<file path="config.mk">
export PLATFORM = sky130hd
export DESIGN_NAME = run_length_detector
export DESIGN_NICKNAME = d
export VERILOG_FILES = /design/src/rtl/run_length_detector.sv
export SDC_FILE = /design/constraint.sdc
export NUM_CORES = 1
export LEC_CHECK = 0
export BUFFER_PORTS_ARGS = -buffer_cell sky130_fd_sc_hd__buf_2
export CORE_MARGIN = 4
export CORE_UTILIZATION = 60
export DETAILED_ROUTE_END_ITERATION = 12
export PLACE_DENSITY = 0.83
export SETUP_SLACK_MARGIN = 0.5
export SYNTH_ARGS = -nofsm -noshare
export SYNTH_HDL_FRONTEND = slang
export SYNTH_HIERARCHICAL = 1
export SYNTH_SLANG_ARGS = --single-unit
</file>
<file path="constraint.sdc">
create_clock -name i_clk -period 2.3 [get_ports i_clk]
set_clock_uncertainty 0.1 [all_clocks]
set_input_delay 0 -clock i_clk [delete_from_list [all_inputs] [get_ports i_clk]]
set_output_delay 0 -clock i_clk [all_outputs]
set_load 0.01 [all_outputs]
</file>
<file path="src/rtl/run_length_detector.sv">
// run_length_detector
//   Multi-channel run-length detector. Each channel flags its input once it has
//   been high for RUN_LEN consecutive clock edges and holds the flag until the
//   input has been low for RELEASE_LEN consecutive edges. Each channel also
//   gives a one-cycle detect pulse and a saturating hit counter.
//
//   Ports
//     i_clk          system clock, all logic on posedge
//     i_reset        synchronous, active-high, dominates all other inputs
//     i_enable       0: every channel returns to IDLE on the next edge
//     i_clear_counts synchronous clear of all hit counters
//     i_w            per-channel input, sampled on posedge
//     o_det          channel is DETECTED or RELEASING
//     o_det_pulse    one cycle on entry to DETECTED from IDLE/ARMING
//     o_any_det      OR of o_det
//     o_hit_count    channel i at [i*HIT_W +: HIT_W], saturating

// Per-channel FSM, counters and hit counter. Outputs decode registered state
// only, so there is no combinational path from i_w to any output.
module rld_chan #(
  parameter int RUN_LEN     = 3,
  parameter int RELEASE_LEN = 2,
  parameter int HIT_W       = 4
) (
  input  logic             i_clk,
  input  logic             i_reset,
  input  logic             i_enable,
  input  logic             i_clear_counts,
  input  logic             i_w,
  output logic             o_det,
  output logic             o_det_pulse,
  output logic [HIT_W-1:0] o_hit_count
);
  localparam int RW = $clog2(RUN_LEN + 1);
  localparam int LW = $clog2(RELEASE_LEN + 1);

  localparam logic [1:0] IDLE      = 2'd0;
  localparam logic [1:0] ARMING    = 2'd1;
  localparam logic [1:0] DETECTED  = 2'd2;
  localparam logic [1:0] RELEASING = 2'd3;

  logic [1:0]       r_state, w_state_nx;
  logic [RW-1:0]    r_run, w_run_nx, w_run_inc;
  logic [LW-1:0]    r_rel, w_rel_nx, w_rel_inc;
  logic             r_pulse, w_hit_inc;
  logic [HIT_W-1:0] r_hit;

  assign w_run_inc = r_run + 1'b1;
  assign w_rel_inc = r_rel + 1'b1;

  always_comb begin
    w_state_nx = r_state;
    w_run_nx   = r_run;
    w_rel_nx   = r_rel;
    w_hit_inc  = 1'b0;   // doubles as "fresh detect" this edge
    if (!i_enable) begin
      w_state_nx = IDLE;
      w_run_nx   = '0;
      w_rel_nx   = '0;
    end else begin
      case (r_state)
        IDLE: begin
          if (i_w) begin
            if (RUN_LEN == 1) begin
              w_state_nx = DETECTED;
              w_hit_inc  = 1'b1;
            end else begin
              w_state_nx = ARMING;
              w_run_nx   = RW'(1);
            end
          end
        end
        ARMING: begin
          if (!i_w) begin
            w_state_nx = IDLE;
            w_run_nx   = '0;
          end else if (w_run_inc == RW'(RUN_LEN)) begin
            w_state_nx = DETECTED;
            w_run_nx   = '0;
            w_hit_inc  = 1'b1;
          end else begin
            w_run_nx   = w_run_inc;
          end
        end
        DETECTED: begin
          if (!i_w) begin
            if (RELEASE_LEN == 1) begin
              w_state_nx = IDLE;
            end else begin
              w_state_nx = RELEASING;
              w_rel_nx   = LW'(1);
            end
          end
        end
        RELEASING: begin
          // Returning high here resumes detection silently: no pulse, no count.
          if (i_w) begin
            w_state_nx = DETECTED;
            w_rel_nx   = '0;
          end else if (w_rel_inc == LW'(RELEASE_LEN)) begin
            w_state_nx = IDLE;
            w_rel_nx   = '0;
          end else begin
            w_rel_nx   = w_rel_inc;
          end
        end
        default: begin
          w_state_nx = IDLE;
          w_run_nx   = '0;
          w_rel_nx   = '0;
        end
      endcase
    end
  end

  always_ff @(posedge i_clk) begin
    if (i_reset) begin
      r_state <= IDLE;
      r_run   <= '0;
      r_rel   <= '0;
      r_pulse <= 1'b0;
      r_hit   <= '0;
    end else begin
      r_state <= w_state_nx;
      r_run   <= w_run_nx;
      r_rel   <= w_rel_nx;
      r_pulse <= w_hit_inc;
      // Clear wins over a coincident increment; counter saturates at all-ones.
      if (i_clear_counts)
        r_hit <= '0;
      else if (w_hit_inc && (r_hit != {HIT_W{1'b1}}))
        r_hit <= r_hit + 1'b1;
    end
  end

  assign o_det       = (r_state == DETECTED) || (r_state == RELEASING);
  assign o_det_pulse = r_pulse;
  assign o_hit_count = r_hit;
endmodule

module run_length_detector #(
  parameter int CHANNELS    = 4,
  parameter int RUN_LEN     = 3,
  parameter int RELEASE_LEN = 2,
  parameter int HIT_W       = 4
) (
  input  logic                      i_clk,
  input  logic                      i_reset,
  input  logic                      i_enable,
  input  logic                      i_clear_counts,
  input  logic [CHANNELS-1:0]       i_w,
  output logic [CHANNELS-1:0]       o_det,
  output logic [CHANNELS-1:0]       o_det_pulse,
  output logic                      o_any_det,
  output logic [CHANNELS*HIT_W-1:0] o_hit_count
);
  for (genvar g = 0; g < CHANNELS; g++) begin : g_ch
    rld_chan #(
      .RUN_LEN    (RUN_LEN),
      .RELEASE_LEN(RELEASE_LEN),
      .HIT_W      (HIT_W)
    ) u_chan (
      .i_clk         (i_clk),
      .i_reset       (i_reset),
      .i_enable      (i_enable),
      .i_clear_counts(i_clear_counts),
      .i_w           (i_w[g]),
      .o_det         (o_det[g]),
      .o_det_pulse   (o_det_pulse[g]),
      .o_hit_count   (o_hit_count[g*HIT_W +: HIT_W])
    );
  end

  // o_det is decoded from registered state, so this stays free of i_w paths.
  assign o_any_det = |o_det;
endmodule

</file>
== Word-level counts from Yosys, hierarchy flattened ==
Index checks and enable logic that the tools add are counted.

* Add/sub/neg operators: 12
* Eq/ne operators: 40
* Mux-type cells: 72
* Bitwise operators: 1
* Reductions and logical operators: 35

{| class="wikitable"
|+ Operator list
! cell !! count
|-
| two-way mux 2 bit || 44
|-
| == test 2 bit, second input constant || 16
|-
| case mux 2 bit (2 select lines) || 8
|-
| case mux 2 bit (4 select lines) || 4
|-
| inequality test 3 x 2 -> 1 bit, second input constant || 8
|-
| adder 2 x 1 -> 2 bit, second input constant || 8
|-
| adder 4 x 1 -> 4 bit, second input constant || 4
|-
| two-way mux 1 bit || 16
|-
| inequality test 2 bit, second input constant || 8
|-
| inequality test 4 bit, second input constant || 4
|-
| AND reduction 2 bit || 8
|-
| AND reduction 4 bit || 4
|-
| nonzero test 2 bit || 8
|-
| == test 2 x 1 -> 1 bit, second input constant || 4
|-
| logical NOT 2 bit || 4
|-
| logical AND 1 bit || 4
|-
| logical OR 1 bit || 4
|-
| OR reduction 2 bit || 2
|-
| OR reduction 4 bit || 1
|-
| NOT 1 bit || 1
|}

* Register bits: 44
* Bits of input ports: 8
* Output and inout bits: 25

== Depth between registers and ports, before layout ==
* Depth in word-level cells: 7
* Gate-level depth with buffers: 5

== Hierarchy ==
Netlist, hierarchy kept.

{| class="wikitable"
|+ Modules (own cells, without submodules)
! module !! times used !! cells an instance !! area each (um^2) !! sequential area each (um^2)
|-
| rld_chan || 4 || 60 || 554.3 || 220.2
|-
| run_length_detector || 1 || 1 || 7.5 || 0.0
|}

== Worst setup path before layout ==
No wires, ideal clock.

* Path kind: reg2reg
* From: register g_ch[0].u_chan.r_hit[0]
* To: register g_ch[0].u_chan.r_hit[3]
* Data arrival time: 1.427 ns
* Data required time: 2.114 ns
* Slack: 0.687 ns
* Cell stages (with the launch flop): 6
* Path buffers: 0
* Period minus slack after synthesis: 1.613 ns
* Cell sequence: dfxtp_1 ha_1 and3_1 nor4b_4 nand3_1 a211oi_1

* Longest elaborated chain between the ends: 2
* Elaborated cells on any way between the ends: 3
* Those cells by class: 1 x add/sub; 1 x eq/ne; 1 x reduce/logical

{| class="wikitable"
|+ RTL lines
! item !! line !! source
|-
| start: declaration || 46 || <nowiki>logic [HIT_W-1:0] r_hit;</nowiki>
|-
| start signal: assignment || 132 || <nowiki>r_hit <= r_hit + 1'b1;</nowiki>
|-
| parallel branches: the longest is 2 deep, another holds adder 4 x 1 -> 4 bit || -- ||
|}

Several ways; the timed one is not identified.
A chain may end at the register's enable or synchronous reset.

== Worst setup path after layout ==
* From: register g_ch[3].u_chan.r_hit[0]
* To: register g_ch[3].u_chan.r_hit[0]

* Longest elaborated chain between the ends: 2
* Elaborated cells on any way between the ends: 3
* Those cells by class: 1 x add/sub; 1 x eq/ne; 1 x reduce/logical

{| class="wikitable"
|+ RTL lines
! item !! line
|-
| start: declaration || 46
|-
| start signal: assignment || 132
|-
| parallel branches: the longest is 2 deep, another holds adder 4 x 1 -> 4 bit || --
|}

Several ways; the timed one is not identified.

==> summary.txt <==
GRT
  – Vias in the first global route: 1601
  – First-pass GRT wire length: 7.28 mm
  – Initial antenna violation count: 0
  – Grt ovf: 0
  – Largest net degree at the start of global routing: 25
  – Total GRT Usage: 20.6%

Clocking
  – Clock Path Buffers: 2
  – CTS tree: done
  – H-tree depth: 2
  – Cts bufs inserted: 5
  – Clk Latency, worst-skew pair: 300 ps
  – Clk pin slew, worst setup/hold paths: 80 ps
  – CTS root buf: clkbuf_8
  – CTS sink count: 44

Worst setup path
  – Critical Path RT: 2380 ps
  – Crit path max fanout: 4
  – Critical path buffer and inverter count: 1
  – WS Path Type: reg -> reg
  – Worst path arrival time: 1780 ps
  – Crit path max-delay family: simple AND/OR/NAND/NOR gates
  – Crit. End Element: flop
  – Max stage delay on crit path: 360 ps
  – Critical path's slowest cell: dfxtp_1
  – Startpoint types: flop
  – CP Cell Sequence: ha_1, and3_1, nor4b_4, buf_4, xnor2_1, nor3_1

Synthesis
  – Synth Warn #: 6
  – Post-synthesis sequential area ratio: 39.6%
  – Gate Count Post-Synth: 241
  – Mapped Nets: 253
  – Cell area after synthesis: 2220 um2
  – FF+latch count, synth: 44
  – Syn_area_per_cell: 9.23 um2
  – Distinct cells, synth: 28

Final layout
  – # fillers: 277
  – Most frequent cells in the layout: dfxtp_1 (43), buf_2 (32), nor2_1 (24)
  – Share of cells above drive strength 1: 20.2%
  – Syn-to-layout area delta: 13.7%
  – Area of the multi-input gates: 1190 um2
  – Commonest non-fill, non-tap cell in the layout: dfxtp_1
  – Layout Nets: 283
  – Register area: 882 um2
  – ANT cells: 0

Detailed routing
  – DRC violations left: 0
  – Vias per cell: 5.68
  – Pre-antenna DRT Iters: 4
  – Drt total wl: 4.37 mm
  – DR vias: 1805
  – Routed Antenna Nets: 0
  – DR iter-0 viols: 176
  – WL/cell: 13.7 um

Placed design
  – IO buf count: 32
  – Routability congestion estimate: 0.782
  – Dpl hpwl: 2.82 mm

Timing
  – Highest Clock Rate: 587 MHz
  – Post-layout min period: 1700 ps
  – Final hold violations: 0
  – Final setup vio count: 0
  – Max transition margin: 68.4%
  – Slew @ Worst Pin: 473 ps
  – Final worst-path cycle share: 74.0%
  – Slew Limit Fails: 0
  – RSZ-0062 raised after global routing: false
  – Fin Setup TNS: 0 ps

Pwr
  – P_leak: 1.02 nW
  – Power, Total: 1.50 mW
  – VDD IR-drop max: 0.000414 V
  – Power per cell area: 592 nW/um2

Die
  – Ports: 33
  – Std cell rows: 21
  – Core area: 3470 um2
  – Starting density of the core: 64.1%
  – DIE AREA: 4750 um2
  – Die Y: 68.9 um
  – Die X: 68.9 um

Flow run
  – Maxcap violations: 0

Outcome
  – Status: finished, final reports clean

Hold path
  – Hold WC Path Type: in -> reg
registers in the layout, indices dropped and copies added (netlist names), named ones only:
| register | cells |
|---|---|
| g_ch.u_chan/o_det_pulse | 4 |
| g_ch.u_chan/o_hit_count | 16 |
| g_ch.u_chan/r_rel | 8 |
| g_ch.u_chan/r_run | 8 |
| g_ch.u_chan/r_state | 4 |
path summary, 6_finish.rpt:
kind,from,end,slack (ps),cells after the start
max reg2reg,g_ch[3].u_chan/o_hit_count[0]$_SDFFE_PP0P_,g_ch[3].u_chan/o_hit_count[0]$_SDFFE_PP0P_,600,6
max,g_ch[3].u_chan/o_hit_count[0]$_SDFFE_PP0P_,g_ch[3].u_chan/o_hit_count[0]$_SDFFE_PP0P_,600,6
min reg2reg,g_ch[3].u_chan/r_rel[1]$_SDFFE_PP0P_,g_ch[3].u_chan/r_rel[1]$_SDFFE_PP0P_,360,2
min,i_reset,g_ch[3].u_chan/o_det_pulse$_SDFF_PP0_,20,2
layout make-up:
cell class	count	share of cell area (%)
tap	46	2.27
multi-input combinational	169	47.2
inverter	12	1.78
clock inverter	1	1.19
clock buffer	7	3.81
sequential	44	34.9
timing repair buffer	39	8.90
what timing repair did:
item                                   CTS  global route
endpoints found under the hold margin    7             0
buffers inserted                         0             2
resized for setup                        0             1
hold buffers                             5             0
setup endpoints to repair                0             5
logic make-up after synthesis:
family	after synthesis	synth area share (%)
compound gates	64	18.7
xor+xnor	4	1.57
fa+ha+maj	4	2.25
buf+inv	28	6.75
flops	44	39.6
mux	4	1.80
simple gates	93	29.4
synth_stat cells:
cell / number / area [um2]
dfxtp_1: 44 / 881
nor2_1: 24 / 90.1
o21ai_0: 16 / 80.1
a211oi_1: 12 / 90.1
a21oi_1: 12 / 60.1
and3_1: 12 / 75.1
inv_1: 12 / 45.0
a22oi_1: 8 / 60.1
clkbuf_1: 8 / 30.0
nand2_1: 8 / 30.0
nand2b_1: 8 / 50.1
nand3_1: 8 / 40.0
nor2b_1: 8 / 50.1
nor3_1: 8 / 40.0
a2111oi_1: 4 / 40.0
a21o_1: 4 / 30.0
a31oi_1: 4 / 25.0
buf_4: 4 / 30.0
buf_6: 4 / 45.0
ha_1: 4 / 50.1
mux2i_1: 4 / 40.0
nand3b_1: 4 / 30.0
nand4b_4: 4 / 95.1
nor3b_2: 4 / 50.1
nor4b_4: 4 / 95.1
o31ai_1: 4 / 30.0
xnor2_1: 4 / 35.0
or4_1: 1 / 7.51
metrics by stage:
stage / hold slack (ps) / instances / setup slack (ps) / util, % / area [um2]
2_1_floorplan: -28.4 / 241 / 687 / - / 2220
3_3_place_gp: 252 / 303 / 642 / 67.4 / 2340
3_5_place_dp: 253 / 303 / 549 / 67.4 / 2340
4_1_cts: 14.4 / 316 / 557 / 72.5 / 2510
5_1_grt: 51.2 / 318 / 505 / 72.9 / 2530
6_report: 23.5 / 318 / 597 / 72.9 / 2530
worst reg2reg max path, cell delays in order (launching register included):
cell,delay (ps)
dfxtp_1,360
ha_1,250
and3_1,210
nor4b_4,310
buf_4,180
xnor2_1,110
nor3_1,60
power by group:
part           internal (mW)  total [mW]  switching, mW
sequential             0.767       0.780         0.0126
clock                  0.383       0.641          0.258
combinational         0.0328      0.0774         0.0446
total                   1.18        1.50          0.316
routing by layer:
metal	track usage, %	wire length (um)	vias to the layer above
met5	0	0	-
met4	9.49	80	0
met3	4.21	168	7
met2	32.6	1990	33
met1	26.9	2130	835
li1	-	-	930
No activity file was read; power rests on OpenSTA's default activity.
